<file path="src/rtl/mem_arbiter.sv">
`default_nettype none
// ============================================================================
// Module   : mem_arbiter
// Purpose  : Two-port (fetch/execute) arbiter onto one memory port, with
//            registered one-hot grant and shared registered read data.
//            Define MEM_ARB_RR_EN for round-robin tie-break (default: execute wins).
// Revision : 1.0  initial release
// ============================================================================
module mem_arbiter #(
    parameter int M_WIDTH = 8
) (
    input  logic               clk,
    input  logic               rst_n,
    input  logic               f_req,
    input  logic               f_we,
    input  logic [M_WIDTH-1:0] f_addr,
    input  logic [M_WIDTH-1:0] f_wdata,
    input  logic [1:0]         f_acc_width,
    input  logic               d_req,
    input  logic               d_we,
    input  logic [M_WIDTH-1:0] d_addr,
    input  logic [M_WIDTH-1:0] d_wdata,
    input  logic [1:0]         d_acc_width,
    output logic               f_ready,
    output logic               d_ready,
    output logic [M_WIDTH-1:0] rdata,
    output logic [1:0]         gnt,
    output logic               mem_req,
    output logic               mem_we,
    output logic [M_WIDTH-1:0] mem_addr,
    output logic [M_WIDTH-1:0] mem_data_out,
    output logic [1:0]         mem_acc_width,
    input  logic               mem_ready,
    input  logic [M_WIDTH-1:0] mem_data_in
);

    // State encoding doubles as the one-hot grant value.
    typedef enum logic [1:0] {
        S_IDLE  = 2'b00,
        S_GNT_F = 2'b01,
        S_GNT_D = 2'b10
    } state_t;

    state_t             r_state_q, w_state_d;
    logic [M_WIDTH-1:0] r_rdata_q, w_rdata_d;
    logic               w_tie_to_d;

`ifdef MEM_ARB_RR_EN
    logic r_last_q, w_last_d;   // 1 = execute was granted last

    always_comb begin
        w_tie_to_d = ~r_last_q;
        w_last_d   = r_last_q;
        if (r_state_q == S_IDLE && w_state_d != S_IDLE)
            w_last_d = (w_state_d == S_GNT_D);
    end

    always_ff @(posedge clk) begin
        if (!rst_n) r_last_q <= 1'b0;
        else        r_last_q <= w_last_d;
    end
`else
    always_comb w_tie_to_d = 1'b1;
`endif

    always_comb begin
        w_state_d = r_state_q;
        w_rdata_d = r_rdata_q;
        case (r_state_q)
            S_IDLE: begin
                if (f_req && d_req)
                    w_state_d = w_tie_to_d ? S_GNT_D : S_GNT_F;
                else if (f_req)
                    w_state_d = S_GNT_F;
                else if (d_req)
                    w_state_d = S_GNT_D;
            end
            S_GNT_F: begin
                if (mem_ready && !f_we)
                    w_rdata_d = mem_data_in;
                // Completion and abort both return to IDLE, forcing an idle gap.
                if (mem_ready || !f_req)
                    w_state_d = S_IDLE;
            end
            S_GNT_D: begin
                if (mem_ready && !d_we)
                    w_rdata_d = mem_data_in;
                if (mem_ready || !d_req)
                    w_state_d = S_IDLE;
            end
            default: w_state_d = S_IDLE;
        endcase
    end

    always_ff @(posedge clk) begin
        if (!rst_n) begin
            r_state_q <= S_IDLE;
            r_rdata_q <= '0;
        end else begin
            r_state_q <= w_state_d;
            r_rdata_q <= w_rdata_d;
        end
    end

    // Outputs are forced to idle values while reset is held low.
    always_comb begin
        gnt           = 2'b00;
        mem_req       = 1'b0;
        mem_we        = 1'b0;
        mem_addr      = '0;
        mem_data_out  = '0;
        mem_acc_width = 2'b00;
        f_ready       = 1'b0;
        d_ready       = 1'b0;
        if (rst_n) begin
            gnt = r_state_q;
            case (r_state_q)
                S_GNT_F: begin
                    mem_req       = 1'b1;
                    mem_we        = f_we;
                    mem_addr      = f_addr;
                    mem_data_out  = f_wdata;
                    mem_acc_width = f_acc_width;
                    f_ready       = mem_ready;
                end
                S_GNT_D: begin
                    mem_req       = 1'b1;
                    mem_we        = d_we;
                    mem_addr      = d_addr;
                    mem_data_out  = d_wdata;
                    mem_acc_width = d_acc_width;
                    d_ready       = mem_ready;
                end
                default: ;
            endcase
        end
    end

    assign rdata = r_rdata_q;

endmodule
`default_nettype wire

</file>
<file path="config.mk">
export PLATFORM = sky130hd
export DESIGN_NAME = mem_arbiter
export DESIGN_NICKNAME = d
export VERILOG_FILES = /design/src/rtl/mem_arbiter.sv
export SDC_FILE = /design/constraint.sdc
export NUM_CORES = 1
export LEC_CHECK = 0
export CAP_MARGIN = 20
export CELL_PAD_IN_SITES_DETAIL_PLACEMENT = 0
export CELL_PAD_IN_SITES_GLOBAL_PLACEMENT = 1
export CORE_UTILIZATION = 20
export DETAILED_ROUTE_END_ITERATION = 8
export PLACE_DENSITY_LB_ADDON = 0.1
export SLEW_MARGIN = 25
export SYNTH_ARGS = -nofsm -noshare
export SYNTH_HDL_FRONTEND = slang
export SYNTH_SLANG_ARGS = --single-unit
</file>
<file path="constraint.sdc">
create_clock -name clk -period 3.7 [get_ports clk]
set_input_delay 0.37 -clock clk [delete_from_list [all_inputs] [get_ports clk]]
set_output_delay 0.37 -clock clk [all_outputs]
set_load 0.05 [all_outputs]
</file>
# Yosys cells after proc, flatten, opt, wreduce, memory -nomap -nowiden
# Cells that the tools add are included.
word_totals:
  in_bits: 51
  out_inout_bits: 32
  wordCells: 47
  register_bits: 10
op_classes:
  mux: 24
  n_eq_ne: 7
  n_reduce_logical: 14
ops:
  columns: ["op", "n"]
  rows:
  - ["case mux 8 bit (2 select lines)", 3]
  - ["2-to-1 mux 8 bit", 4]
  - ["2-to-1 mux 2 bit", 7]
  - ["inequality test 2 bit (second input constant)", 4]
  - ["2-to-1 mux 1 bit", 7]
  - ["case mux 2 bit (3 select lines)", 1]
  - ["AND reduction 3 bit", 2]
  - ["logical NOT 1 bit", 4]
  - ["inequality test 4 bit (second input constant)", 1]
  - ["case mux 2 bit (2 select lines)", 1]
  - ["logical AND 1 bit", 3]
  - ["equality test 2 x 1 -> 1 bit (second input constant)", 1]
  - ["equality test 2 bit (second input constant)", 1]
  - ["logical NOT 2 bit", 1]
  - ["logical OR 1 bit", 2]
  - ["case mux 1 bit (2 select lines)", 1]
  - ["nonzero test 2 bit", 1]
  - ["OR reduction 2 bit", 1]

# Depth between registers and ports, before layout
logic_depth:
  word_depth: 4
  mapped_depth: 7
  ltp_nobuf: 5

# Worst setup path before layout
# No wires, ideal clock.
synth_path:
  path_kind: "register to output"
  from: "register r_state_q[0]"
  to: "output mem_acc_width[0]"
  required_time_ns: 3.330
  stages_incl_launch_ff: 7
  arrival_ns: 1.726
  slack_ns: 1.604
  n_path_buf: 2
  cell_sequence: "dfxtp_1 inv_1 ha_1 buf_2 clkbuf_1 a22oi_1 nor2_1"
synth_between:
  elab_chain_len: 3
  elab_cells_between_ends: 4
  cone_classes: "eq/ne: 2; mux: 2"
synth_rtl:
  columns: ["element", "line", "source"]
  rows:
  - ["from (decl)", "44", "state_t r_state_q, w_state_d;"]
  - ["from (signal assigned)", "100", "r_state_q <= w_state_d;"]
  - ["equality test 2 bit / equality test 2 x 1 -> 1 bit (equally long branches)", "117", "case (r_state_q)"]
  - ["case mux 2 bit (2 select lines) (*)", "117", null]
  - ["2-to-1 mux 2 bit (*)", "115", "if (rst_n) begin"]
  - ["to (decl)", "32", "output logic [1:0] mem_acc_width,"]
# Every way passes the cells marked *; elsewhere a longest branch is shown, timed or not.

# Final worst setup path
layout_path:
  from: "register r_state_q[0]"
  to: "output mem_data_out[2]"
layout_between:
  elab_chain_len: 3
  elab_cells_between_ends: 4
  cone_classes: "eq/ne: 2; mux: 2"
layout_rtl:
  columns: ["element", "line", "source"]
  rows:
  - ["equality test 2 bit / equality test 2 x 1 -> 1 bit (equally long branches)", "117", null]
  - ["case mux 8 bit (2 select lines) (*)", "117", null]
  - ["2-to-1 mux 8 bit (*)", "115", null]
  - ["to (decl)", "31", "output logic [M_WIDTH-1:0] mem_data_out,"]
# Marks and branches as above.

==> metrics.cfg <==
[clocking]
postCtsHoldBufs = 0
cts_tree = yes
post_cts_buffers = 0
clock-sinks = 10
clockRootBuffer = clkbuf_8
insertion_delay_ps = 230
cts_buffer_depth = 2
cts_buffers = 3
clk_pin_slew_worst_paths_ps = 50
cts_resized = 0
cts.htree.levels = 1

[yosys]
synthCells = 114
synth_adder_area_share_pct = 6.01
synth_most_common_cell = nor2_1
yosysSeqAreaShare_pct = 24.0
avgSynthCellArea_um2 = 7.31
synthSimpleGateAreaFrac_pct = 21.2
ys_seq_elements = 10
synth_edf_count = 0
yosys_warnings = 0
synth_fp_nets = 169
netlist_area_um2 = 833
yosys-top-cells-area = dfxtp_1 (24%), a22oi_1 (18%), nor2_1 (9.5%)
synth_top_area_share_pct = 24.0
synth-async-reset-ratio_pct = 0
synth_ff_type = dfxtp_1
yosys.area.top_type = dfxtp_1
synth_cell_types = 26
synth_common_cells = nor2_1 (21), a22oi_1 (20), dfxtp_1 (10)
synthMuxAreaShare_pct = 0
synth-xor-area-share_pct = 0
synth_compound_area_share_pct = 41.4
synth_top_family_by_area = compound AO/OA/AOI/OAI gates

[floorplanning]
design.portCount = 83
initial_core_util_pct = 20.8
die_w_um = 66.6
num_rows = 23
die-area_um2 = 4430
die_h_um = 66.6
coreArea_um2 = 4000

[detailed_routing]
vias = 1158
drt.antenna.violating_nets = 0
routedWlPerCell_um = 13.1
drt-initial-drc-count = 83
wirelength_mm = 3.15
drtPass1Iterations = 6
via_per_inst = 4.83
drc = 2

[pwr]
power.share.switching_pct = 32.9
p_comb_share_pct = 42.1
total_power_mw = 0.439
seqPwrFrac_pct = 26.7
clkPwrFrac_pct = 31.2
intPower_mw = 0.294
p_per_area_nw_per_um2 = 253
power.switching_mw = 0.144
p_leak_nw = 0.596
ir_drop_mv = 0.0891

[grt]
grt_pass1_vias = 1175
grt_pass1_wl_mm = 5.06
met2_usage_pct = 26.6
grt.total_usage_pct = 14.9
met3_usage_pct = 4.45
grt_use_met1_pct = 16.2
grt.busiest_layer = met2
grt_start_max_net_pins = 21
antenna_found_initial = 0
grt-ovfl-total = 0

[sta]
max-slew-margin-rel_pct = 51.0
worst_pin_slew_ps = 735
fin_skew_ps = 0.413
fin_tns_setup_ps = 0
rsz0062_at_grt = no
layout_min_cycle_time_ps = 2930
finalCritPeriodShare_pct = 79.1
maxSlewViolCount = 0
max_freq_ghz = 0.342
report.final.setup_viol = 0
hold_viol = 0

[final_layout]
fin_cells = 240
layout-drive-gt1-share_pct = 5.79
post-route-util_pct = 43.4
synthToLayoutAreaGrowth_pct = 108
antennaDiodeCount = 0
final_nets = 246

[setup_path]
crit_family = buffers and inverters
startpoint_type = flop
crit_fanout = 17
cpMaxStageDelayCell = clkdlybuf4s50_1
max_stage_delay_ps = 820
worst-endpoint-arrival_ps = 2560
worstPathRequired_ps = 3330
cp-end-kind = output pin
path_cells = inv_1, ha_1, buf_4, a22oi_1, nor2_1, clkdlybuf4s50_1
path_buf_inv = 3
critPathKind = flop to output pin

[run]
cap_violations = 0

[place]
io_buffers = 82
dp_cells = 236
gp_congestion = 0.716
hpwl_mm = 2.48

[min_path]
hold_class = flop to flop

[run_status]
outcome = finished, violations left
violations = design-rule violations

-- cell type report --
cell class | count | area, um^2
inverter | 5 | 18.8
fill | 401 | 2260
multi-input combinational | 88 | 572
timing repair buffer | 83 | 828
tap | 50 | 62.6
clock buffer | 4 | 55.1
sequential | 10 | 200
-- flip-flops by register name, summed over array words and instances, names as in the netlist --
name and flops:
rdata 8, r_state_q 2
-- worst register-to-register path: cells and delay by family (launching register included) --
kind | cells | cell delay, ps
AO/OA/AOI/OAI | 2 | 300
adder cells (fa/ha/maj) | 1 | 550
buffers and inverters | 1 | 90
flip-flops | 1 | 340
AND/OR/NAND/NOR | 1 | 560
-- worst paths after layout --
check / startpoint / to / slack, ps / cells after the start
worst max-delay path: r_state_q[0] / mem_data_out[2] / 770 / 6
worst min-delay path: rdata[6] / rdata[6] / 470 / 2
worst max register to register: r_state_q[0] / rdata[3] / 1790 / 5
worst min register to register: rdata[6] / rdata[6] / 470 / 2
-- metrics by stage --
step           hold slack [ps]  worst slack [ps]  instance area [um^2]
2_1_floorplan              535              1600                   833
3_3_place_gp               452               853                  1680
3_5_place_dp               463               841                  1680
4_1_cts                    470               744                  1740
5_1_grt                    496               584                  1740
6_report                   467               774                  1740
-- power by group through the flow --
stage | clock network [mW] | logic [mW] | registers [mW]
floorplan | 0 | 0.0828 | 0.132
global placement | 0 | 0.184 | 0.119
detailed placement | 0 | 0.185 | 0.119
CTS | 0.141 | 0.186 | 0.117
global route | 0.147 | 0.199 | 0.118
finish | 0.137 | 0.184 | 0.117
-- cells by family after synthesis --
family	after synthesis
AO/OA/AOI/OAI	48
adder cells (fa/ha/maj)	4
buffers and inverters	16
flip-flops	10
AND/OR/NAND/NOR	36
-- layout by cell type, fill, tap and decap left out, types with 2 or more instances in the layout --
master	n
and3_2	2
dfxtp_1	10
nand3_1	3
clkbuf_8	4
clkdlybuf4s50_1	82
nor2_1	21
a21oi_1	8
o211ai_1	8
ha_1	4
nand2_1	2
inv_1	4
a22oi_1	20
nor2b_1	2
o31ai_1	8
-- routing by layer --
layer / vias up / wire length, um / share of wire, %
met5: - / 0 / 0
li1: 579 / - / -
met3: 2 / 282 / 8.9
met2: 62 / 1610 / 51
met4: 0 / 26 / 0.82
met1: 515 / 1240 / 39
(Power assumes the default switching activity.)
